===== src/rtl/clk_period_mon_ctrl_if.sv =====
// Host-side bus of the clock-period monitor controller.
// CLKMON_MINMAX_EN adds the o_min_period / o_max_period outputs.
interface clk_period_mon_ctrl_if #(
    parameter int CNT_W  = 16,
    parameter int SAMP_W = 8
);
    // Handshake: i_start is a one-cycle pulse honoured only while idle; o_busy
    // rises the cycle after an accepted start and drops when o_done pulses for
    // one cycle; o_pass is valid with o_done and held until the next start;
    // i_abort cancels a run without a done pulse; o_period_vld pulses once per
    // update of o_last_period.
    logic              i_start;
    logic              i_abort;
    logic [CNT_W-1:0]  i_exp_period;
    logic [CNT_W-1:0]  i_tolerance;
    logic [SAMP_W-1:0] i_num_samples;
    logic              i_mon_in;
    logic              o_busy;
    logic              o_done;
    logic              o_pass;
    logic [SAMP_W-1:0] o_fail_cnt;
    logic [CNT_W-1:0]  o_last_period;
    logic              o_period_vld;
    logic              o_timeout;
    logic [2:0]        o_dbg_state;
`ifdef CLKMON_MINMAX_EN
    logic [CNT_W-1:0]  o_min_period;
    logic [CNT_W-1:0]  o_max_period;
`endif

    modport master (
        output i_start, i_abort, i_exp_period, i_tolerance, i_num_samples, i_mon_in,
        input  o_busy, o_done, o_pass, o_fail_cnt, o_last_period, o_period_vld,
               o_timeout, o_dbg_state
`ifdef CLKMON_MINMAX_EN
        , input o_min_period, o_max_period
`endif
    );

    modport slave (
        input  i_start, i_abort, i_exp_period, i_tolerance, i_num_samples, i_mon_in,
        output o_busy, o_done, o_pass, o_fail_cnt, o_last_period, o_period_vld,
               o_timeout, o_dbg_state
`ifdef CLKMON_MINMAX_EN
        , output o_min_period, o_max_period
`endif
    );
endinterface


===== src/rtl/clk_period_mon_ctrl.sv =====
// Clock-period checker: measures periods of an asynchronous toggle in clk cycles
// and grades them against exp_period +/- tolerance. CLKMON_MINMAX_EN adds min/max.
module clk_period_mon_ctrl #(
    parameter int CNT_W       = 16,
    parameter int SAMP_W      = 8,
    parameter int SYNC_STAGES = 2
) (
    input  logic                 clk,
    input  logic                 rst_n,
    clk_period_mon_ctrl_if.slave bus
);
    typedef enum logic [2:0] {
        S_IDLE    = 3'd0,
        S_ARM     = 3'd1,
        S_MEASURE = 3'd2,
        S_CHECK   = 3'd3,
        S_DONE    = 3'd4
    } state_t;

    localparam logic [CNT_W-1:0]  CNT_MAX  = '1;
    localparam logic [SAMP_W-1:0] SAMP_MAX = '1;

    state_t             r_state;
    state_t             w_state_nxt;
    logic               w_busy;
    logic               w_done;

    logic [SYNC_STAGES-1:0] r_sync;
    logic               r_sync_d;
    logic               w_rise;

    logic [CNT_W-1:0]   r_cnt;
    logic [CNT_W-1:0]   r_exp;
    logic [CNT_W-1:0]   r_tol;
    logic [CNT_W-1:0]   r_last;
    logic [SAMP_W-1:0]  r_num;
    logic [SAMP_W-1:0]  r_samp;
    logic [SAMP_W-1:0]  r_fail;
    logic               r_pass;
    logic               r_timeout;
    logic               r_period_vld;
`ifdef CLKMON_MINMAX_EN
    logic [CNT_W-1:0]   r_min;
    logic [CNT_W-1:0]   r_max;
`endif

    logic               w_start_ok;
    logic               w_cnt_sat;
    logic [SAMP_W-1:0]  w_samp_inc;
    logic [CNT_W:0]     w_diff;
    logic               w_out_tol;
    logic [SAMP_W-1:0]  w_fail_nxt;

    always_ff @(posedge clk or negedge rst_n) begin
        if (!rst_n) begin
            r_sync   <= '0;
            r_sync_d <= 1'b0;
        end else begin
            r_sync   <= {r_sync[SYNC_STAGES-2:0], bus.i_mon_in};
            r_sync_d <= r_sync[SYNC_STAGES-1];
        end
    end

    assign w_rise     = r_sync[SYNC_STAGES-1] & ~r_sync_d;
    assign w_start_ok = (r_state == S_IDLE) && bus.i_start && !bus.i_abort;
    assign w_cnt_sat  = (r_cnt == CNT_MAX);
    assign w_samp_inc = r_samp + 1'b1;

    // Difference kept one bit wider so the tolerance compare never wraps.
    assign w_diff     = (r_last >= r_exp) ? {1'b0, r_last - r_exp} : {1'b0, r_exp - r_last};
    assign w_out_tol  = (w_diff > {1'b0, r_tol});
    assign w_fail_nxt = (w_out_tol && (r_fail != SAMP_MAX)) ? r_fail + 1'b1 : r_fail;

    always_ff @(posedge clk or negedge rst_n) begin
        if (!rst_n) begin
            r_state <= S_IDLE;
        end else begin
            r_state <= w_state_nxt;
        end
    end

    always_comb begin
        w_state_nxt = r_state;
        w_busy      = 1'b0;
        w_done      = 1'b0;
        case (r_state)
            S_IDLE: begin
                if (w_start_ok) begin
                    w_state_nxt = (bus.i_num_samples == '0) ? S_DONE : S_ARM;
                end
            end
            S_ARM: begin
                w_busy = 1'b1;
                if (w_cnt_sat) begin
                    w_state_nxt = S_DONE;
                end else if (w_rise) begin
                    w_state_nxt = S_MEASURE;
                end
            end
            S_MEASURE: begin
                w_busy = 1'b1;
                if (w_cnt_sat) begin
                    w_state_nxt = S_DONE;
                end else if (w_rise) begin
                    w_state_nxt = S_CHECK;
                end
            end
            S_CHECK: begin
                w_busy      = 1'b1;
                w_state_nxt = (w_samp_inc == r_num) ? S_DONE : S_MEASURE;
            end
            S_DONE: begin
                w_done      = 1'b1;
                w_state_nxt = S_IDLE;
            end
            default: w_state_nxt = S_IDLE;
        endcase
        if (bus.i_abort) begin
            w_state_nxt = S_IDLE;
        end
    end

    // Saturation takes priority over an edge, so a captured period is never cnt+1 overflow.
    always_ff @(posedge clk or negedge rst_n) begin
        if (!rst_n) begin
            r_cnt        <= '0;
            r_exp        <= '0;
            r_tol        <= '0;
            r_last       <= '0;
            r_num        <= '0;
            r_samp       <= '0;
            r_fail       <= '0;
            r_pass       <= 1'b0;
            r_timeout    <= 1'b0;
            r_period_vld <= 1'b0;
`ifdef CLKMON_MINMAX_EN
            r_min        <= '0;
            r_max        <= '0;
`endif
        end else begin
            r_period_vld <= 1'b0;
            if (!bus.i_abort) begin
                case (r_state)
                    S_IDLE: begin
                        if (bus.i_start) begin
                            r_exp     <= bus.i_exp_period;
                            r_tol     <= bus.i_tolerance;
                            r_num     <= bus.i_num_samples;
                            r_samp    <= '0;
                            r_cnt     <= '0;
                            r_fail    <= '0;
                            r_timeout <= 1'b0;
                            r_pass    <= (bus.i_num_samples == '0);
`ifdef CLKMON_MINMAX_EN
                            r_min     <= '0;
                            r_max     <= '0;
`endif
                        end
                    end
                    S_ARM: begin
                        if (w_cnt_sat) begin
                            r_timeout <= 1'b1;
                        end else if (w_rise) begin
                            r_cnt <= '0;
                        end else begin
                            r_cnt <= r_cnt + 1'b1;
                        end
                    end
                    S_MEASURE: begin
                        if (w_cnt_sat) begin
                            r_timeout <= 1'b1;
                        end else if (w_rise) begin
                            r_last       <= r_cnt + 1'b1;
                            r_cnt        <= '0;
                            r_period_vld <= 1'b1;
                        end else begin
                            r_cnt <= r_cnt + 1'b1;
                        end
                    end
                    S_CHECK: begin
                        r_cnt  <= r_cnt + 1'b1;
                        r_fail <= w_fail_nxt;
                        r_samp <= w_samp_inc;
                        if (w_samp_inc == r_num) begin
                            r_pass <= (w_fail_nxt == '0);
                        end
`ifdef CLKMON_MINMAX_EN
                        if (r_samp == '0) begin
                            r_min <= r_last;
                            r_max <= r_last;
                        end else begin
                            if (r_last < r_min) r_min <= r_last;
                            if (r_last > r_max) r_max <= r_last;
                        end
`endif
                    end
                    default: ;
                endcase
            end
        end
    end

    assign bus.o_busy        = w_busy;
    assign bus.o_done        = w_done;
    assign bus.o_pass        = r_pass;
    assign bus.o_fail_cnt    = r_fail;
    assign bus.o_last_period = r_last;
    assign bus.o_period_vld  = r_period_vld;
    assign bus.o_timeout     = r_timeout;
    assign bus.o_dbg_state   = r_state;
`ifdef CLKMON_MINMAX_EN
    assign bus.o_min_period  = r_min;
    assign bus.o_max_period  = r_max;
`endif
endmodule


===== src/flat_wrapper.sv =====
// flat-port wrapper written by rule: the top's interface ports become plain ports
module clk_period_mon_ctrl_flat 
#(
    parameter int CNT_W       = 16,
    parameter int SAMP_W      = 8,
    parameter int SYNC_STAGES = 2
)
  (clk, rst_n, bus_i_start, bus_i_abort, bus_i_exp_period, bus_i_tolerance, bus_i_num_samples, bus_i_mon_in, bus_o_busy, bus_o_done, bus_o_pass, bus_o_fail_cnt, bus_o_last_period, bus_o_period_vld, bus_o_timeout, bus_o_dbg_state);
  clk_period_mon_ctrl_if #(.CNT_W(CNT_W), .SAMP_W(SAMP_W)) bus_i ();
  input  logic clk;
  input  logic rst_n;
  input wire logic [$bits(bus_i.i_start)-1:0] bus_i_start;
  input wire logic [$bits(bus_i.i_abort)-1:0] bus_i_abort;
  input wire logic [$bits(bus_i.i_exp_period)-1:0] bus_i_exp_period;
  input wire logic [$bits(bus_i.i_tolerance)-1:0] bus_i_tolerance;
  input wire logic [$bits(bus_i.i_num_samples)-1:0] bus_i_num_samples;
  input wire logic [$bits(bus_i.i_mon_in)-1:0] bus_i_mon_in;
  output wire logic [$bits(bus_i.o_busy)-1:0] bus_o_busy;
  output wire logic [$bits(bus_i.o_done)-1:0] bus_o_done;
  output wire logic [$bits(bus_i.o_pass)-1:0] bus_o_pass;
  output wire logic [$bits(bus_i.o_fail_cnt)-1:0] bus_o_fail_cnt;
  output wire logic [$bits(bus_i.o_last_period)-1:0] bus_o_last_period;
  output wire logic [$bits(bus_i.o_period_vld)-1:0] bus_o_period_vld;
  output wire logic [$bits(bus_i.o_timeout)-1:0] bus_o_timeout;
  output wire logic [$bits(bus_i.o_dbg_state)-1:0] bus_o_dbg_state;
  assign bus_i.i_start = bus_i_start;
  assign bus_i.i_abort = bus_i_abort;
  assign bus_i.i_exp_period = bus_i_exp_period;
  assign bus_i.i_tolerance = bus_i_tolerance;
  assign bus_i.i_num_samples = bus_i_num_samples;
  assign bus_i.i_mon_in = bus_i_mon_in;
  assign bus_o_busy = bus_i.o_busy;
  assign bus_o_done = bus_i.o_done;
  assign bus_o_pass = bus_i.o_pass;
  assign bus_o_fail_cnt = bus_i.o_fail_cnt;
  assign bus_o_last_period = bus_i.o_last_period;
  assign bus_o_period_vld = bus_i.o_period_vld;
  assign bus_o_timeout = bus_i.o_timeout;
  assign bus_o_dbg_state = bus_i.o_dbg_state;
  clk_period_mon_ctrl #(.CNT_W(CNT_W), .SAMP_W(SAMP_W), .SYNC_STAGES(SYNC_STAGES)) u_core (.clk(clk), .rst_n(rst_n), .bus(bus_i));
endmodule

===== config.mk =====
export PLATFORM = sky130hd
export DESIGN_NAME = clk_period_mon_ctrl_flat
export DESIGN_NICKNAME = d
export VERILOG_FILES = /design/src/rtl/clk_period_mon_ctrl_if.sv /design/src/rtl/clk_period_mon_ctrl.sv /design/src/flat_wrapper.sv
export SDC_FILE = /design/constraint.sdc
export NUM_CORES = 1
export LEC_CHECK = 0
export CAP_MARGIN = 40
export CORE_MARGIN = 2
export CORE_UTILIZATION = 53
export CTS_BUF_LIST = sky130_fd_sc_hd__clkbuf_8 sky130_fd_sc_hd__clkbuf_16
export CTS_CLUSTER_SIZE = 12
export DETAILED_ROUTE_END_ITERATION = 6
export GPL_TIMING_DRIVEN = 1
export PLACE_DENSITY_LB_ADDON = 0.3
export SYNTH_ARGS = -nofsm -noshare
export SYNTH_HDL_FRONTEND = slang
export SYNTH_SLANG_ARGS = --single-unit

===== constraint.sdc =====
create_clock -name clk -period 5.76 [get_ports clk]
set_clock_uncertainty 0.1 [all_clocks]
set_input_delay 1.728 -clock clk [delete_from_list [all_inputs] [get_ports clk]]
set_output_delay 1.728 -clock clk [all_outputs]
set_load 0.01 [all_outputs]

Word-level counts from Yosys, hierarchy flattened

Index checks and enable logic that the tools add are counted.

Bits in registers: 97
Bits of input ports: 45
Output and inout port bits: 32
Word-level logic and storage cells: 87

$add $sub $neg: 5
Order comparisons: 2
Equal/unequal tests: 14
Multiplexer cells: 30
Bitwise operators: 4
Reductions and logical operators: 19

Operator list:

| operator                                              | count |
|---|---|
| 2-to-1 mux 16 bit                                     | 4 |
| one-hot mux 16 bit (3 select lines)                   | 1 |
| one-hot mux 8 bit (2 select lines)                    | 2 |
| subtractor 16 bit                                     | 2 |
| 2-to-1 mux 3 bit                                      | 8 |
| > comparator 17 x 16 -> 1 bit                         | 1 |
| adder 16 x 1 -> 16 bit, second input constant         | 1 |
| adder 8 x 1 -> 8 bit, second input constant           | 2 |
| equality test 16 bit, second input constant           | 1 |
| >= comparator 16 bit                                  | 1 |
| logical NOT 8 bit                                     | 2 |
| 2-to-1 mux 8 bit                                      | 2 |
| AND reduction 4 bit                                   | 4 |
| one-hot mux 3 bit (4 select lines)                    | 1 |
| 2-to-1 mux 1 bit                                      | 10 |
| AND reduction 3 bit                                   | 3 |
| equality test 8 bit                                   | 1 |
| inequality test 4 x 2 -> 1 bit, second input constant | 2 |
| inequality test 8 bit, second input constant          | 1 |
| equality test 3 x 2 -> 1 bit, second input constant   | 2 |
| inequality test 2 x 1 -> 1 bit, second input constant | 2 |
| inequality test 2 bit, second input constant          | 2 |
| one-hot mux 1 bit (2 select lines)                    | 2 |
| nonzero test 2 bit                                    | 2 |
| other kinds (11)                                      | 15 |

Logic depth before layout (Yosys ltp)

Gate-level depths: netlist of the first run.

Word-level depth: 8
Depth in mapped cells: 22
Mapped depth without buffers: 21

Least setup slack after synthesis of the first run

Ideal clock, no wire load.

Kind: register to register
Start: reg u_core.r_last[0] (netlist: u_core.bus.o_last_period[0])
End: reg u_core.r_pass (netlist: u_core.bus.o_pass)
Setup time: 0.082 ns
Data arrival time: 4.731 ns
Data required time: 5.578 ns
Path slack: 0.847 ns
Stages on the path, launching flop included: 23
Path buffers: 1
Period minus slack after synthesis: 4.913 ns
Cell sequence: dfrtp_1 > inv_1 > ha_1 > inv_1 > fa_1 > a21o_1 > a21o_1 > a2111oi_2 > o21ai_1 > a311oi_2 > nor2_2 > buf_6 > mux2i_1 > xnor2_1 > ha_1 > a211oi_1 > nor2_1 > o31a_1 > nor4_2 > nor2_1 > nor4_1 > o2111ai_1 > a31oi_1

Word-level cells in the longest chain between the ends: 8
Elaborated cells between the ends (all ways): 10
Those cells by class: add/sub (2); order compare (2); mux (4); reduce/logical (2)

RTL lines:

| item                                                             | RTL line                   | source |
|---|---|---|
| from (decl)                                                      | clk_period_mon_ctrl.sv:35  | `logic [CNT_W-1:0] r_last;` |
| from (signal assigned)                                           | clk_period_mon_ctrl.sv:173 | `r_last <= r_cnt + 1'b1;` |
| subtractor 16 bit / >= comparator 16 bit (equally long branches) | clk_period_mon_ctrl.sv:70  | `assign w_diff = (r_last >= r_exp) ? {1'b0, r_last - r_exp} : {1'b0, r_exp - r_last};` |
| 2-to-1 mux 16 bit (*)                                            | clk_period_mon_ctrl.sv:70  |  |
| > comparator 17 x 16 -> 1 bit (*)                                | clk_period_mon_ctrl.sv:71  | `assign w_out_tol = (w_diff > {1'b0, r_tol});` |
| logical AND 1 bit (*)                                            | clk_period_mon_ctrl.sv:72  | `assign w_fail_nxt = (w_out_tol && (r_fail != SAMP_MAX)) ? r_fail + 1'b1 : r_fail;` |
| 2-to-1 mux 8 bit (*)                                             | clk_period_mon_ctrl.sv:72  |  |
| logical NOT 8 bit (*)                                            | clk_period_mon_ctrl.sv:185 | `r_pass <= (w_fail_nxt == '0);` |
| 2-to-1 mux 1 bit (*)                                             | clk_period_mon_ctrl.sv:184 | `if (w_samp_inc == r_num) begin` |
| one-hot mux 1 bit (2 select lines) (*)                           | clk_period_mon_ctrl.sv:143 | `case (r_state)` |
| to (signal assigned)                                             | clk_period_mon_ctrl.sv:153 | `r_pass <= (bus.i_num_samples == '0);` |
| to (signal assigned)                                             | clk_period_mon_ctrl.sv:185 |  |
| to (decl)                                                        | clk_period_mon_ctrl.sv:39  | `logic r_pass;` |

Mark *: on every way between the ends. The rest lies on a longest branch, timed or not. The select of a mux whose other input is x is not followed.
A chain may end at the register's enable or synchronous reset.

Worst setup path in the final report of the first run

Same ends and word-level chain as after synthesis.

==> results of run 1 <==
## cells in the mapped netlist, types with 4 or more instances
cell,number
sky130_fd_sc_hd__nor4_1,5
sky130_fd_sc_hd__o41ai_1,7
sky130_fd_sc_hd__nand2b_1,16
sky130_fd_sc_hd__mux2i_1,20
sky130_fd_sc_hd__clkbuf_1,25
sky130_fd_sc_hd__inv_1,56
sky130_fd_sc_hd__a21oi_1,34
sky130_fd_sc_hd__nand4_1,11
sky130_fd_sc_hd__dfrtp_1,97
sky130_fd_sc_hd__and4_1,4
sky130_fd_sc_hd__o21ai_0,101
sky130_fd_sc_hd__o31ai_1,10
sky130_fd_sc_hd__a211oi_1,6
sky130_fd_sc_hd__a21o_1,24
sky130_fd_sc_hd__mux2_2,13
sky130_fd_sc_hd__nand3_1,21
sky130_fd_sc_hd__o21a_1,4
sky130_fd_sc_hd__and2_1,7
sky130_fd_sc_hd__a31oi_1,5
sky130_fd_sc_hd__ha_1,50
sky130_fd_sc_hd__nor3_1,17
sky130_fd_sc_hd__nor2_1,45
sky130_fd_sc_hd__nand2_1,87
sky130_fd_sc_hd__and3_1,12
sky130_fd_sc_hd__xnor2_1,24
sky130_fd_sc_hd__xor2_1,11
## worst max path at each step
stage	start	endpoint	slack, ns
3_3_place_gp	u_core.bus.o_last_period[0]$_DFFE_PN0P_	u_core.bus.o_pass$_DFFE_PN0P_	0.72
5_1_grt	u_core.bus.o_last_period[0]$_DFFE_PN0P_	u_core.bus.o_fail_cnt[5]$_DFFE_PN0P_	0.06
2_1_floorplan	u_core.bus.o_last_period[0]$_DFFE_PN0P_	u_core.bus.o_pass$_DFFE_PN0P_	0.85
3_5_place_dp	u_core.bus.o_last_period[0]$_DFFE_PN0P_	u_core.bus.o_pass$_DFFE_PN0P_	0.50
4_1_cts	u_core.bus.o_last_period[0]$_DFFE_PN0P_	u_core.bus.o_pass$_DFFE_PN0P_	0.43
6_report	u_core.bus.o_last_period[0]$_DFFE_PN0P_	u_core.bus.o_pass$_DFFE_PN0P_	0.45
## area by class of cell
cell class | count | area, sq um
clock buffer | 11 | 252.7
clock inverter | 5 | 78.83
fill | 1032 | 4254
inverter | 56 | 210.2
sequential | 97 | 2427
multi-input combinational | 574 | 3797
timing repair buffer | 83 | 830.8
tap | 168 | 210.2
## registers in the layout, indices dropped and copies added, names as in the netlist
name                      cells
u_core.bus.o_dbg_state        3
u_core.bus.o_fail_cnt         8
u_core.r_sync_d               1
u_core.bus.o_last_period     16
u_core.r_exp                 16
u_core.r_samp                 8
u_core.r_num                  8
u_core.bus.o_period_vld       1
u_core.bus.o_timeout          1
u_core.bus.o_pass             1
u_core.r_sync                 2
u_core.r_tol                 16
u_core.r_cnt                 16
## cells by family (layout without fill, tap and decap cells)
logic type / Yosys count / after routing
compound gates: 212 / 212
xor+xnor: 36 / 36
fa+ha+maj: 52 / 52
buf+inv: 89 / 155
flops: 97 / 97
mux: 33 / 33
simple gates: 241 / 241
## per-layer routing
metal | GRT usage (%) | vias to the layer above | routed length, microns
met5 | 0 | - | 0
met4 | 10.12 | 0 | 425
met3 | 3.848 | 39 | 801
met2 | 42.81 | 163 | 7793
met1 | 33.99 | 2719 | 7195
li1 | - | 2803 | -
## power by group
part           total (mW)  internal, mW  switching [mW]
Sequential           1.09         0.898           0.191
Clock               0.663         0.403           0.260
Combinational        3.44          1.49            1.95
Total                5.19          2.79            2.40
## metrics by stage
| step | hold WS (ns) | cells | cell area [sq um] | worst slack [ns] | total power [mW] |
|---|---|---|---|---|---|
| CTS | 0.2568 | 994 | 7807 | 0.4335 | 5.177 |
| finish | 0.2545 | 994 | 7807 | 0.4516 | 5.189 |
| floorplan | 0.2312 | 760 | 6570 | 0.8468 | 3.568 |
| detailed placement | 0.2420 | 978 | 7476 | 0.5011 | 4.483 |
| global placement | 0.2375 | 977 | 7448 | 0.7220 | 4.362 |
| global route | 0.2614 | 994 | 7807 | 0.05975 | 5.670 |
==> flow_summary.html, run 1 <==
<table>
<tr><th>Metric</th><th>Value</th></tr>
<tr><th colspan="2">Drt</th></tr>
<tr><td>Number of violations reported at the end of detailed-routing iteration 0</td><td>346</td></tr>
<tr><td>Via count of the routed design</td><td>5724</td></tr>
<tr><td>Average wire length per cell after detail routing</td><td>16.31 microns</td></tr>
<tr><td>Post-route antenna net violation count</td><td>0</td></tr>
<tr><td>DRC violations left</td><td>0</td></tr>
<tr><td>Avg Vias per Cell</td><td>5.759</td></tr>
<tr><td>Total iterations of the first detailed-routing run</td><td>5</td></tr>
<tr><td>Total wire length</td><td>16220 microns</td></tr>
<tr><th colspan="2">Yosys</th></tr>
<tr><td>Fraction of the mapped netlist area in compound gates</td><td>19.62%</td></tr>
<tr><td>Number of enable flip-flop cells after synthesis</td><td>0</td></tr>
<tr><td>Net count after synthesis</td><td>857</td></tr>
<tr><td>Count of distinct cell types in the synthesized netlist</td><td>57</td></tr>
<tr><td>Parity-gate share of the synthesized area counting xor and xnor cells</td><td>5.009%</td></tr>
<tr><td>Post-Synthesis Mean Instance Area</td><td>8.645 sq um</td></tr>
<tr><td>Share of flip-flops with an asynchronous set or reset after synthesis</td><td>100.0%</td></tr>
<tr><td>Top cell type by total area after synthesis</td><td>sky130_fd_sc_hd__dfrtp_1</td></tr>
<tr><td>Yosys warns</td><td>0</td></tr>
<tr><td>Share of the synthesized area in the top cell type</td><td>36.95%</td></tr>
<tr><td>Top post-synthesis cells by area</td><td>sky130_fd_sc_hd__dfrtp_1, sky130_fd_sc_hd__ha_1, sky130_fd_sc_hd__o21ai_0, sky130_fd_sc_hd__nand2_1, sky130_fd_sc_hd__inv_1</td></tr>
<tr><td>Sequential area share after synthesis</td><td>36.95%</td></tr>
<tr><td>Number of storage elements in the synthesis netlist</td><td>97</td></tr>
<tr><td>Proportion of synthesized area in mux cells</td><td>5.275%</td></tr>
<tr><td>Adder and majority cell fraction of the synthesized area</td><td>10.13%</td></tr>
<tr><td>Count of mapped cells out of synthesis</td><td>760</td></tr>
<tr><td>Largest family of logic cells by synthesized area</td><td>compound AO/OA/AOI/OAI gates</td></tr>
<tr><td>Most frequently used flop master after synthesis</td><td>sky130_fd_sc_hd__dfrtp_1</td></tr>
<tr><td>Netlist area before placement</td><td>6570 sq um</td></tr>
<tr><td>Simple-Gate Fraction of Synth Area</td><td>17.65%</td></tr>
<tr><th colspan="2">Worst setup path</th></tr>
<tr><td>Crit path arrival time</td><td>5.48 ns</td></tr>
<tr><td>Biggest cell delay along the critical path</td><td>0.42 ns</td></tr>
<tr><td>Crit start category</td><td>flip-flop</td></tr>
<tr><td>Worst EP required</td><td>5.93 ns</td></tr>
<tr><td>Maximum fanout encountered on the critical timing path</td><td>14</td></tr>
<tr><td>Cells along the critical path</td><td>inv_1, ha_1, inv_1, fa_1, a21o_1, a21o_1, a2111oi_2, o21ai_1, a311oi_2, nor2_2, mux2i_1, xor2_1, ha_1, nand4_1, nor3_1, o31a_1, nor4_2, buf_4, nor2_1, nor4bb_1, o2111ai_1, a31oi_1</td></tr>
<tr><td>Worst Reg-to-Reg Cells</td><td>22</td></tr>
<tr><td>CP max stage cell</td><td>sky130_fd_sc_hd__a2111oi_2</td></tr>
<tr><td>Source of the worst register-to-register timing path</td><td>u_core.bus.o_last_period[0]$_DFFE_PN0P_</td></tr>
<tr><td>Flop2flop setup slack</td><td>0.45 ns</td></tr>
<tr><td>Critical path capture point type</td><td>flip-flop</td></tr>
<tr><td>Worst reg2reg path endpoint</td><td>u_core.bus.o_pass$_DFFE_PN0P_</td></tr>
<tr><td>Stages on the worst setup path</td><td>22</td></tr>
<tr><td>Path type of the worst setup path</td><td>reg2reg</td></tr>
<tr><td>Cell type group with the largest total delay on the critical path</td><td>compound AO/OA/AOI/OAI gates</td></tr>
<tr><td>Count of buffering cells on the critical path with inverters included</td><td>3</td></tr>
<tr><th colspan="2">Cells and area</th></tr>
<tr><td>Most used cells in the layout excluding fill and tap cells</td><td>sky130_fd_sc_hd__o21ai_0, sky130_fd_sc_hd__dfrtp_1, sky130_fd_sc_hd__nand2_1</td></tr>
<tr><td>Total number of nets in the final design</td><td>918</td></tr>
<tr><td>Antenna fix cells</td><td>0</td></tr>
<tr><td>Most common cell after layout, fill and taps aside</td><td>sky130_fd_sc_hd__o21ai_0</td></tr>
<tr><td>Utilization of the core after routing</td><td>64.73%</td></tr>
<tr><td>Share of cells above drive strength 1</td><td>5.811%</td></tr>
<tr><td>Layout-stage area growth over the synthesis result</td><td>18.83%</td></tr>
<tr><th colspan="2">CTS</th></tr>
<tr><td># resized after CTS</td><td>0</td></tr>
<tr><td>Library cell used as clock root buffer</td><td>sky130_fd_sc_hd__clkbuf_16</td></tr>
<tr><td>CTS tree</td><td>built</td></tr>
<tr><td>Clock latency reported for the late side of the worst-skew pair</td><td>0.35 ns</td></tr>
<tr><td>Clock tree sinks</td><td>97</td></tr>
<tr><td>Num CTS Buffers</td><td>9</td></tr>
<tr><td>CTS Buffer Depth</td><td>2</td></tr>
<tr><td>Hold Buf Count CTS</td><td>0</td></tr>
<tr><td>Setup Buffers After CTS</td><td>0</td></tr>
<tr><td>Clock transition time at the flip-flop clock pins of the worst setup and hold paths</td><td>0.07 ns</td></tr>
<tr><td>Maximum level of the CTS H-tree</td><td>3</td></tr>
<tr><th colspan="2">Place</th></tr>
<tr><td>Port-buffer cells</td><td>76</td></tr>
<tr><td>DPL Wire Length</td><td>12340 microns</td></tr>
<tr><td>Routability cong.</td><td>0.9236</td></tr>
<tr><th colspan="2">Global routing</th></tr>
<tr><td>Via count of the first global-routing pass</td><td>5598</td></tr>
<tr><td>Antenna violations before repair</td><td>0</td></tr>
<tr><td>Pin count of the biggest net entering global routing</td><td>49</td></tr>
<tr><td>Overall routing resource usage</td><td>25.79%</td></tr>
<tr><td>First-pass GRT wire length</td><td>27170 microns</td></tr>
<tr><td>Total overflow reported by the global router</td><td>0</td></tr>
<tr><th colspan="2">STA</th></tr>
<tr><td>Setup TNS after final layout</td><td>0 ns</td></tr>
<tr><td>Max-slew violation count</td><td>0</td></tr>
<tr><td>Minimum period implied by the final worst setup slack</td><td>5.308 ns</td></tr>
<tr><td>Transition time at the pin with the least slew margin</td><td>0.8659 ns</td></tr>
<tr><td>Setup repair after global routing missed its margin</td><td>no</td></tr>
<tr><td>Count of final setup violators</td><td>0</td></tr>
<tr><td>Final hold violation count</td><td>0</td></tr>
<tr><td>Final worst path period share</td><td>92.16%</td></tr>
<tr><td>Maximum clock frequency</td><td>188.4 MHz</td></tr>
<tr><td>Max_slew headroom</td><td>42.21%</td></tr>
<tr><th colspan="2">Floorplan</th></tr>
<tr><td>Y dimension of the die</td><td>115.3 microns</td></tr>
<tr><td>Floorplan die width</td><td>115.3 microns</td></tr>
<tr><td>I/O pin count</td><td>77</td></tr>
<tr><td>Row Count</td><td>40</td></tr>
<tr><td>Initial cell density of the core</td><td>54.47%</td></tr>
<tr><td>Standard cell core area</td><td>12060 sq um</td></tr>
<tr><td>DIE AREA</td><td>13300 sq um</td></tr>
<tr><th colspan="2">Flow run</th></tr>
<tr><td>Max Cap Violations</td><td>0</td></tr>
<tr><th colspan="2">Power</th></tr>
<tr><td>Leakage power</td><td>3.457 nW</td></tr>
<tr><td>Max IR drop VDD</td><td>0.0003020 V</td></tr>
<tr><td>Cell Pwr Density</td><td>664.6 nW/um^2</td></tr>
<tr><th colspan="2">Hold path</th></tr>
<tr><td>Hold-critical path depth</td><td>0</td></tr>
<tr><td>Worst Hold Class</td><td>reg2reg</td></tr>
<tr><td>Worst hold path startpoint</td><td>u_core.r_sync[0]$_DFF_PN0_</td></tr>
<tr><td>Worst Hold Endpoint</td><td>u_core.r_sync[1]$_DFF_PN0_</td></tr>
<tr><th colspan="2">Outcome</th></tr>
<tr><td>Run status</td><td>completed</td></tr>
</table>
Power figures use the tool's default switching activity.
==> inputs of run 2 (changes only) <==
--- a/config.mk
+++ b/config.mk
@@ -7,7 +7,7 @@
 export LEC_CHECK = 0
 export CAP_MARGIN = 40
 export CORE_MARGIN = 2
-export CORE_UTILIZATION = 53
+export CORE_UTILIZATION = 50
 export CTS_BUF_LIST = sky130_fd_sc_hd__clkbuf_8 sky130_fd_sc_hd__clkbuf_16
 export CTS_CLUSTER_SIZE = 12
 export DETAILED_ROUTE_END_ITERATION = 6
==> flow_summary.html, run 2 (synthesis results as in run 1) <==
<table>
<tr><th>Metric</th><th>Value</th></tr>
<tr><th colspan="2">Outcome</th></tr>
<tr><td>Run status</td><td>completed (unchanged)</td></tr>
<tr><th colspan="2">Worst setup path</th></tr>
<tr><td>Critical path capture point type</td><td>flip-flop (unchanged)</td></tr>
<tr><td>Source of the worst register-to-register timing path</td><td>u_core.bus.o_last_period[0]$_DFFE_PN0P_ (unchanged)</td></tr>
<tr><td>Worst Reg-to-Reg Cells</td><td>22 (unchanged)</td></tr>
<tr><td>Worst reg2reg path endpoint</td><td>u_core.bus.o_pass$_DFFE_PN0P_ (unchanged)</td></tr>
<tr><td>Worst EP required</td><td>5.94 ns (was 5.93 ns)</td></tr>
<tr><td>Crit start category</td><td>flip-flop (unchanged)</td></tr>
<tr><td>Crit path arrival time</td><td>5.41 ns (was 5.48 ns)</td></tr>
<tr><td>Flop2flop setup slack</td><td>0.53 ns (was 0.45 ns)</td></tr>
<tr><td>Maximum fanout encountered on the critical timing path</td><td>14 (unchanged)</td></tr>
<tr><td>Path type of the worst setup path</td><td>reg2reg (unchanged)</td></tr>
<tr><th colspan="2">Hold path</th></tr>
<tr><td>Hold-critical path depth</td><td>0 (unchanged)</td></tr>
<tr><td>Worst Hold Endpoint</td><td>u_core.r_sync[1]$_DFF_PN0_ (unchanged)</td></tr>
<tr><td>Worst Hold Class</td><td>reg2reg (unchanged)</td></tr>
<tr><td>Worst hold path startpoint</td><td>u_core.r_sync[0]$_DFF_PN0_ (unchanged)</td></tr>
<tr><th colspan="2">CTS</th></tr>
<tr><td>Clock tree sinks</td><td>97 (unchanged)</td></tr>
<tr><td>CTS tree</td><td>built (unchanged)</td></tr>
<tr><td>CTS Buffer Depth</td><td>2 (unchanged)</td></tr>
<tr><td>Num CTS Buffers</td><td>9 (unchanged)</td></tr>
<tr><td>Clock latency reported for the late side of the worst-skew pair</td><td>0.36 ns (was 0.35 ns)</td></tr>
<tr><td>Clock transition time at the flip-flop clock pins of the worst setup and hold paths</td><td>0.07 ns (about the same)</td></tr>
<tr><td># resized after CTS</td><td>0 (unchanged)</td></tr>
<tr><td>Setup Buffers After CTS</td><td>0 (unchanged)</td></tr>
<tr><td>Library cell used as clock root buffer</td><td>sky130_fd_sc_hd__clkbuf_16 (unchanged)</td></tr>
<tr><td>Maximum level of the CTS H-tree</td><td>3 (unchanged)</td></tr>
<tr><td>Hold Buf Count CTS</td><td>0 (unchanged)</td></tr>
<tr><th colspan="2">Place</th></tr>
<tr><td>Port-buffer cells</td><td>76 (unchanged)</td></tr>
<tr><td>Number of placed instances, taps included</td><td>983 (was 978)</td></tr>
<tr><td>DPL Wire Length</td><td>12540 microns (was 12340 microns)</td></tr>
<tr><td>Post-place instance area</td><td>7481 sq um (was 7476 sq um)</td></tr>
<tr><td>Routability cong.</td><td>0.8699 (was 0.9236)</td></tr>
<tr><td>Placement Setup Slack</td><td>0.5638 ns (was 0.5011 ns)</td></tr>
<tr><th colspan="2">Global routing</th></tr>
<tr><td>First-pass GRT wire length</td><td>27740 microns (was 27170 microns)</td></tr>
<tr><td>Antenna violations before repair</td><td>0 (unchanged)</td></tr>
<tr><td>Total overflow reported by the global router</td><td>0 (unchanged)</td></tr>
<tr><td>Overall routing resource usage</td><td>24.22% (was 25.79%)</td></tr>
<tr><td>Via count of the first global-routing pass</td><td>5561 (was 5598)</td></tr>
<tr><td>Pin count of the biggest net entering global routing</td><td>47 (was 49)</td></tr>
<tr><th colspan="2">Cells and area</th></tr>
<tr><td>Total number of nets in the final design</td><td>919 (was 918)</td></tr>
<tr><td>Utilization of the core after routing</td><td>61.03% (was 64.73%)</td></tr>
<tr><td>Final non-filler cell total</td><td>999 (was 994)</td></tr>
<tr><td>Most common cell after layout, fill and taps aside</td><td>sky130_fd_sc_hd__o21ai_0 (unchanged)</td></tr>
<tr><td>Layout-stage area growth over the synthesis result</td><td>18.19% (was 18.83%)</td></tr>
<tr><td>Filler Cells Inserted</td><td>1142 (was 1032)</td></tr>
<tr><td>Most used cells in the layout excluding fill and tap cells</td><td>sky130_fd_sc_hd__o21ai_0, sky130_fd_sc_hd__dfrtp_1, sky130_fd_sc_hd__nand2_1 (unchanged)</td></tr>
<tr><td>Post-Layout Inst Area</td><td>7765 sq um (was 7807 sq um)</td></tr>
<tr><td>Share of cells above drive strength 1</td><td>6.046% (was 5.811%)</td></tr>
<tr><td>Antenna fix cells</td><td>0 (unchanged)</td></tr>
<tr><td>Combined flip-flop and latch cell area</td><td>2427 sq um (unchanged)</td></tr>
<tr><td>Footprint of the multi-input gates</td><td>3797 sq um (unchanged)</td></tr>
<tr><th colspan="2">Power</th></tr>
<tr><td>Power after layout</td><td>5.081 mW (was 5.189 mW)</td></tr>
<tr><td>Leakage power</td><td>3.434 nW (was 3.457 nW)</td></tr>
<tr><td>Cell Pwr Density</td><td>654.3 nW/um^2 (was 664.6 nW/um^2)</td></tr>
<tr><td>Max IR drop VDD</td><td>0.0003171 V (was 0.0003020 V)</td></tr>
<tr><th colspan="2">Floorplan</th></tr>
<tr><td>DIE AREA</td><td>14070 sq um (was 13300 sq um)</td></tr>
<tr><td>Standard cell core area</td><td>12720 sq um (was 12060 sq um)</td></tr>
<tr><td>Initial cell density of the core</td><td>51.64% (was 54.47%)</td></tr>
<tr><td>Floorplan die width</td><td>118.6 microns (was 115.3 microns)</td></tr>
<tr><td>Row Count</td><td>41 (was 40)</td></tr>
<tr><td>Y dimension of the die</td><td>118.6 microns (was 115.3 microns)</td></tr>
<tr><td>I/O pin count</td><td>77 (unchanged)</td></tr>
<tr><th colspan="2">Drt</th></tr>
<tr><td>Post-route antenna net violation count</td><td>0 (unchanged)</td></tr>
<tr><td>Average wire length per cell after detail routing</td><td>16.60 microns (was 16.31 microns)</td></tr>
<tr><td>DRC violations left</td><td>0 (unchanged)</td></tr>
<tr><td>Via count of the routed design</td><td>5698 (was 5724)</td></tr>
<tr><td>Avg Vias per Cell</td><td>5.704 (was 5.759)</td></tr>
<tr><td>Total wire length</td><td>16590 microns (was 16220 microns)</td></tr>
<tr><td>Number of violations reported at the end of detailed-routing iteration 0</td><td>292 (was 346)</td></tr>
<tr><td>Total iterations of the first detailed-routing run</td><td>5 (unchanged)</td></tr>
<tr><th colspan="2">STA</th></tr>
<tr><td>Final hold violation count</td><td>0 (unchanged)</td></tr>
<tr><td>Count of final setup violators</td><td>0 (unchanged)</td></tr>
<tr><td>Tightest hold margin</td><td>0.2584 ns (was 0.2545 ns)</td></tr>
<tr><td>Setup repair after global routing missed its margin</td><td>no (unchanged)</td></tr>
<tr><td>Transition time at the pin with the least slew margin</td><td>0.8704 ns (was 0.8659 ns)</td></tr>
<tr><td>Max_slew headroom</td><td>41.91% (was 42.21%)</td></tr>
<tr><td>Minimum period implied by the final worst setup slack</td><td>5.230 ns (was 5.308 ns)</td></tr>
<tr><td>Max-slew violation count</td><td>0 (unchanged)</td></tr>
<tr><td>Setup TNS after final layout</td><td>0 ns (unchanged)</td></tr>
<tr><td>Maximum clock frequency</td><td>191.2 MHz (was 188.4 MHz)</td></tr>
<tr><td>Final worst path period share</td><td>90.80% (was 92.16%)</td></tr>
<tr><td>Worst setup slack after layout</td><td>0.5297 ns (was 0.4516 ns)</td></tr>
<tr><th colspan="2">Flow run</th></tr>
<tr><td>Max Cap Violations</td><td>0 (unchanged)</td></tr>
</table>
-- run 2: cell count changes in the layout (fill, tap and decap cells not counted), sizes merged --
| cell | before | now |
|---|---|---|
| bufinv | 2 | 0 |
| clkinv | 0 | 5 |
| clkbuf | 11 | 9 |
| inv | 57 | 56 |
| buf | 8 | 9 |
-- run 2: metal layers --
metal / track usage [%] / up-vias / wire length, microns
met5: 0 / - / 0
li1: - / 2787 / -
met1: 32.20 / 2749 / 7625
met4: 7.961 / 0 / 296
met2: 40.70 / 141 / 8032
met3: 3.282 / 21 / 634
-- run 2: layout make-up --
class	count	area share [%]
inverters	56	2.707
well taps	172	2.772
repair buffers	84	10.70
flip-flops and latches	97	31.26
clock inverters	7	0.7573
multi-input cells	574	48.90
clock buffers	9	2.900
-- run 2: worst max path at each step --
| stage | start | end | slack (ns) | depth (start not counted) |
|---|---|---|---|---|
| 2_1_floorplan | u_core.bus.o_last_period[0]$_DFFE_PN0P_ | u_core.bus.o_pass$_DFFE_PN0P_ | 0.85 | 22 |
| 3_3_place_gp | u_core.bus.o_last_period[0]$_DFFE_PN0P_ | u_core.bus.o_pass$_DFFE_PN0P_ | 0.71 | 22 |
| 3_5_place_dp | u_core.bus.o_last_period[0]$_DFFE_PN0P_ | u_core.bus.o_pass$_DFFE_PN0P_ | 0.56 | 22 |
| 4_1_cts | u_core.bus.o_last_period[0]$_DFFE_PN0P_ | u_core.bus.o_pass$_DFFE_PN0P_ | 0.56 | 22 |
| 5_1_grt | u_core.bus.o_last_period[0]$_DFFE_PN0P_ | u_core.bus.o_pass$_DFFE_PN0P_ | 0.11 | 22 |
| 6_report | u_core.bus.o_last_period[0]$_DFFE_PN0P_ | u_core.bus.o_pass$_DFFE_PN0P_ | 0.53 | 22 |
-- run 2: critical path, cell delays in order (launching register included) --
cell and delay [ns]:
sky130_fd_sc_hd__dfrtp_1 0.39, sky130_fd_sc_hd__inv_1 0.08, sky130_fd_sc_hd__ha_1 0.15, sky130_fd_sc_hd__inv_1 0.05
sky130_fd_sc_hd__fa_1 0.40, sky130_fd_sc_hd__a21o_1 0.17, sky130_fd_sc_hd__a21o_1 0.22, sky130_fd_sc_hd__a2111oi_2 0.42
sky130_fd_sc_hd__o21ai_1 0.15, sky130_fd_sc_hd__a311oi_2 0.32, sky130_fd_sc_hd__nor2_2 0.24, sky130_fd_sc_hd__mux2i_1 0.18
sky130_fd_sc_hd__xor2_1 0.18, sky130_fd_sc_hd__ha_1 0.33, sky130_fd_sc_hd__nand4_1 0.16, sky130_fd_sc_hd__nor3_1 0.21
sky130_fd_sc_hd__o31a_1 0.17, sky130_fd_sc_hd__nor4_2 0.05, sky130_fd_sc_hd__buf_4 0.16, sky130_fd_sc_hd__nor2_1 0.38
sky130_fd_sc_hd__nor4bb_1 0.31, sky130_fd_sc_hd__o2111ai_1 0.14, sky130_fd_sc_hd__a31oi_1 0.18
-- run 2: where the power goes --
group	total, mW	leakage (nW)	switching (mW)	internal [mW]
Clock	0.581	0.134	0.284	0.297
Combinational	3.41	2.06	1.92	1.49
Sequential	1.09	1.24	0.195	0.897
==> inputs of run 3 (changes only) <==
--- a/config.mk
+++ b/config.mk
@@ -7,9 +7,9 @@
 export LEC_CHECK = 0
 export CAP_MARGIN = 40
 export CORE_MARGIN = 2
-export CORE_UTILIZATION = 50
+export CORE_UTILIZATION = 57
 export CTS_BUF_LIST = sky130_fd_sc_hd__clkbuf_8 sky130_fd_sc_hd__clkbuf_16
-export CTS_CLUSTER_SIZE = 12
+export CTS_CLUSTER_SIZE = 30
 export DETAILED_ROUTE_END_ITERATION = 6
 export GPL_TIMING_DRIVEN = 1
 export PLACE_DENSITY_LB_ADDON = 0.3
==> constraint.sdc (replaced) <==
create_clock -name clk -period 5.76 [get_ports clk]
set_clock_uncertainty 0.1 [all_clocks]
set_input_delay 1.728 -clock clk [delete_from_list [all_inputs] [get_ports clk]]
set_output_delay 1.728 -clock clk [all_outputs]
set_load 0.02 [all_outputs]
==> flow_summary.html, run 3 (synthesis results as in run 1) <==
<table>
<tr><th>Metric</th><th>Value</th></tr>
<tr><th colspan="2">CTS</th></tr>
<tr><td>Hold Buf Count CTS</td><td>0 (unchanged)</td></tr>
<tr><td>Setup Buffers After CTS</td><td>0 (unchanged)</td></tr>
<tr><td>Clock tree sinks</td><td>97 (unchanged)</td></tr>
<tr><td>CTS Buffer Depth</td><td>2 (unchanged)</td></tr>
<tr><td># resized after CTS</td><td>0 (unchanged)</td></tr>
<tr><td>Maximum level of the CTS H-tree</td><td>3 (unchanged)</td></tr>
<tr><td>Library cell used as clock root buffer</td><td>sky130_fd_sc_hd__clkbuf_16 (unchanged)</td></tr>
<tr><td>Num CTS Buffers</td><td>9 (unchanged)</td></tr>
<tr><td>CTS tree</td><td>built (unchanged)</td></tr>
<tr><td>Clock transition time at the flip-flop clock pins of the worst setup and hold paths</td><td>0.06 ns (was 0.07 ns)</td></tr>
<tr><td>Clock latency reported for the late side of the worst-skew pair</td><td>0.35 ns (was 0.36 ns)</td></tr>
<tr><th colspan="2">Cells and area</th></tr>
<tr><td>Most used cells in the layout excluding fill and tap cells</td><td>sky130_fd_sc_hd__o21ai_0, sky130_fd_sc_hd__dfrtp_1, sky130_fd_sc_hd__nand2_1 (unchanged)</td></tr>
<tr><td>Post-Layout Inst Area</td><td>7707 sq um (was 7765 sq um)</td></tr>
<tr><td>Layout-stage area growth over the synthesis result</td><td>17.31% (was 18.19%)</td></tr>
<tr><td>Utilization of the core after routing</td><td>68.08% (was 61.03%)</td></tr>
<tr><td>Final non-filler cell total</td><td>969 (was 999)</td></tr>
<tr><td>Antenna fix cells</td><td>0 (unchanged)</td></tr>
<tr><td>Total number of nets in the final design</td><td>918 (was 919)</td></tr>
<tr><td>Most common cell after layout, fill and taps aside</td><td>sky130_fd_sc_hd__o21ai_0 (unchanged)</td></tr>
<tr><td>Share of cells above drive strength 1</td><td>5.327% (was 6.046%)</td></tr>
<tr><th colspan="2">Drt</th></tr>
<tr><td>Via count of the routed design</td><td>5699 (was 5698)</td></tr>
<tr><td>Total iterations of the first detailed-routing run</td><td>5 (unchanged)</td></tr>
<tr><td>DRC violations left</td><td>0 (unchanged)</td></tr>
<tr><td>Avg Vias per Cell</td><td>5.881 (was 5.704)</td></tr>
<tr><td>Post-route antenna net violation count</td><td>0 (unchanged)</td></tr>
<tr><td>Average wire length per cell after detail routing</td><td>16.84 microns (was 16.60 microns)</td></tr>
<tr><td>Number of violations reported at the end of detailed-routing iteration 0</td><td>346 (was 292)</td></tr>
<tr><td>Total wire length</td><td>16320 microns (was 16590 microns)</td></tr>
<tr><th colspan="2">Worst setup path</th></tr>
<tr><td>Path type of the worst setup path</td><td>reg2reg (unchanged)</td></tr>
<tr><td>Crit path arrival time</td><td>5.43 ns (was 5.41 ns)</td></tr>
<tr><td>Worst reg2reg path endpoint</td><td>u_core.bus.o_pass$_DFFE_PN0P_ (unchanged)</td></tr>
<tr><td>Critical path capture point type</td><td>flip-flop (unchanged)</td></tr>
<tr><td>Crit start category</td><td>flip-flop (unchanged)</td></tr>
<tr><td>Flop2flop setup slack</td><td>0.49 ns (was 0.53 ns)</td></tr>
<tr><td>Crit path launch</td><td>u_core.bus.o_last_period[0]$_DFFE_PN0P_ (unchanged)</td></tr>
<tr><td>Maximum fanout encountered on the critical timing path</td><td>14 (unchanged)</td></tr>
<tr><td>Cells along the critical path</td><td>inv_1, ha_1, inv_1, fa_1, a21o_1, a21o_1, a2111oi_2, o21ai_1, a311oi_2, nor2_2, mux2i_1, xor2_1, ha_1, nand4_1, nor3_1, o31a_1, nor4_2, nor2_1, nor4_1, o2111ai_1, a31oi_1 (was inv_1, ha_1, inv_1, fa_1, a21o_1, a21o_1, a2111oi_2, o21ai_1, a311oi_2, nor2_2, mux2i_1, xor2_1, ha_1, nand4_1, nor3_1, o31a_1, nor4_2, buf_4, nor2_1, nor4bb_1, o2111ai_1, a31oi_1)</td></tr>
<tr><td>Biggest cell delay along the critical path</td><td>0.43 ns (was 0.42 ns)</td></tr>
<tr><td>Worst EP required</td><td>5.92 ns (was 5.94 ns)</td></tr>
<tr><td>Source of the worst register-to-register timing path</td><td>u_core.bus.o_last_period[0]$_DFFE_PN0P_ (unchanged)</td></tr>
<tr><td>Worst Reg-to-Reg Cells</td><td>21 (was 22)</td></tr>
<tr><td>CP max stage cell</td><td>sky130_fd_sc_hd__nor4_2 (was sky130_fd_sc_hd__a2111oi_2)</td></tr>
<tr><th colspan="2">Hold path</th></tr>
<tr><td>Worst Hold Endpoint</td><td>u_core.r_sync[1]$_DFF_PN0_ (unchanged)</td></tr>
<tr><td>Worst Hold Class</td><td>reg2reg (unchanged)</td></tr>
<tr><td>Worst hold path startpoint</td><td>u_core.r_sync[0]$_DFF_PN0_ (unchanged)</td></tr>
<tr><td>Hold-critical path depth</td><td>0 (unchanged)</td></tr>
<tr><th colspan="2">Floorplan</th></tr>
<tr><td>Y dimension of the die</td><td>111.4 microns (was 118.6 microns)</td></tr>
<tr><td>I/O pin count</td><td>77 (unchanged)</td></tr>
<tr><td>Standard cell core area</td><td>11320 sq um (was 12720 sq um)</td></tr>
<tr><td>DIE AREA</td><td>12400 sq um (was 14070 sq um)</td></tr>
<tr><td>Floorplan die width</td><td>111.4 microns (was 118.6 microns)</td></tr>
<tr><td>Initial cell density of the core</td><td>58.03% (was 51.64%)</td></tr>
<tr><td>Row Count</td><td>39 (was 41)</td></tr>
<tr><th colspan="2">Global routing</th></tr>
<tr><td>Antenna violations before repair</td><td>0 (unchanged)</td></tr>
<tr><td>Overall routing resource usage</td><td>26.77% (was 24.22%)</td></tr>
<tr><td>First-pass GRT wire length</td><td>27030 microns (was 27740 microns)</td></tr>
<tr><td>Pin count of the biggest net entering global routing</td><td>62 (was 47)</td></tr>
<tr><td>Busiest layer in global routing</td><td>met2 (unchanged)</td></tr>
<tr><td>Grt met2 use</td><td>43.33% (was 40.70%)</td></tr>
<tr><td>Via count of the first global-routing pass</td><td>5545 (was 5561)</td></tr>
<tr><td>Met3 capacity usage during global routing</td><td>4.300% (was 3.282%)</td></tr>
<tr><td>Met1 usage in global routing</td><td>36.81% (was 32.20%)</td></tr>
<tr><td>Total overflow reported by the global router</td><td>0 (unchanged)</td></tr>
<tr><th colspan="2">Power</th></tr>
<tr><td>Leakage power</td><td>3.446 nW (was 3.434 nW)</td></tr>
<tr><td>Power after layout</td><td>5.239 mW (was 5.081 mW)</td></tr>
<tr><td>Max IR drop VDD</td><td>0.0003460 V (was 0.0003171 V)</td></tr>
<tr><td>Cell Pwr Density</td><td>679.7 nW/um^2 (was 654.3 nW/um^2)</td></tr>
<tr><th colspan="2">STA</th></tr>
<tr><td>Minimum period implied by the final worst setup slack</td><td>5.273 ns (was 5.230 ns)</td></tr>
<tr><td>Final hold violation count</td><td>0 (unchanged)</td></tr>
<tr><td>Transition time at the pin with the least slew margin</td><td>0.8912 ns (was 0.8704 ns)</td></tr>
<tr><td>Max-slew violation count</td><td>0 (unchanged)</td></tr>
<tr><td>Setup TNS after final layout</td><td>0 ns (unchanged)</td></tr>
<tr><td>Setup repair after global routing missed its margin</td><td>no (unchanged)</td></tr>
<tr><td>Count of final setup violators</td><td>0 (unchanged)</td></tr>
<tr><td>Max_slew headroom</td><td>40.52% (was 41.91%)</td></tr>
<tr><td>Maximum clock frequency</td><td>189.7 MHz (was 191.2 MHz)</td></tr>
<tr><td>Final worst path period share</td><td>91.54% (was 90.80%)</td></tr>
<tr><th colspan="2">Outcome</th></tr>
<tr><td>Run status</td><td>completed (unchanged)</td></tr>
<tr><th colspan="2">Place</th></tr>
<tr><td>DPL Wire Length</td><td>12370 microns (was 12540 microns)</td></tr>
<tr><td>Post-place instance area</td><td>7425 sq um (was 7481 sq um)</td></tr>
<tr><td>Number of placed instances, taps included</td><td>953 (was 983)</td></tr>
<tr><td>Port-buffer cells</td><td>76 (unchanged)</td></tr>
<tr><td>Routability cong.</td><td>0.9055 (was 0.8699)</td></tr>
<tr><th colspan="2">Flow run</th></tr>
<tr><td>Max Cap Violations</td><td>0 (unchanged)</td></tr>
</table>
## run 3: layer usage
layer / wire, microns / share of wire, %
met4: 380 / 2.3
met5: 0 / 0
met3: 568 / 3.5
met1: 7576 / 46
met2: 7789 / 48
## run 3: how the worst max path moves through the flow
stage	end	slack, ns	depth (start not counted)
6_report	u_core.bus.o_pass$_DFFE_PN0P_	0.49	21
5_1_grt	u_core.bus.o_pass$_DFFE_PN0P_	0.16	19
4_1_cts	u_core.bus.o_pass$_DFFE_PN0P_	0.51	21
3_5_place_dp	u_core.bus.o_pass$_DFFE_PN0P_	0.54	21
3_3_place_gp	u_core.bus.o_fail_cnt[7]$_DFFE_PN0P_	0.69	22
2_1_floorplan	u_core.bus.o_pass$_DFFE_PN0P_	0.79	22
## run 3: cell type report
type                       instances  area, sq um
clock inverter                     7        57.56
clock buffer                       9        225.2
inverter                          56        210.2
multi-input combinational        574         3797
timing repair buffer              83        810.8
sequential                        97         2427
fill                             959         3613
tap                              143        178.9
## run 3: report_power, final
group	internal, mW	total, mW	switching (mW)
logic	1.51	3.57	2.06
registers	0.898	1.08	0.186
clock network	0.330	0.586	0.256
## run 3: critical path, delay by kind of cell (launching register included)
family / cells / cell delay (ns)
buffers and inverters: 2 / 0.16
adder cells (fa/ha/maj): 3 / 0.88
XOR/XNOR: 1 / 0.32
multiplexers: 1 / 0.23
AO/OA/AOI/OAI: 8 / 1.78
AND/OR/NAND/NOR: 6 / 1.33
flip-flops: 1 / 0.40
## run 3: stage by stage
stage,hold slack (ns),setup slack (ns)
2_1_floorplan,0.2312,0.7884
3_5_place_dp,0.2373,0.5438
6_report,0.2518,0.4871
4_1_cts,0.2521,0.5102
3_3_place_gp,0.2336,0.6900
5_1_grt,0.2554,0.1646
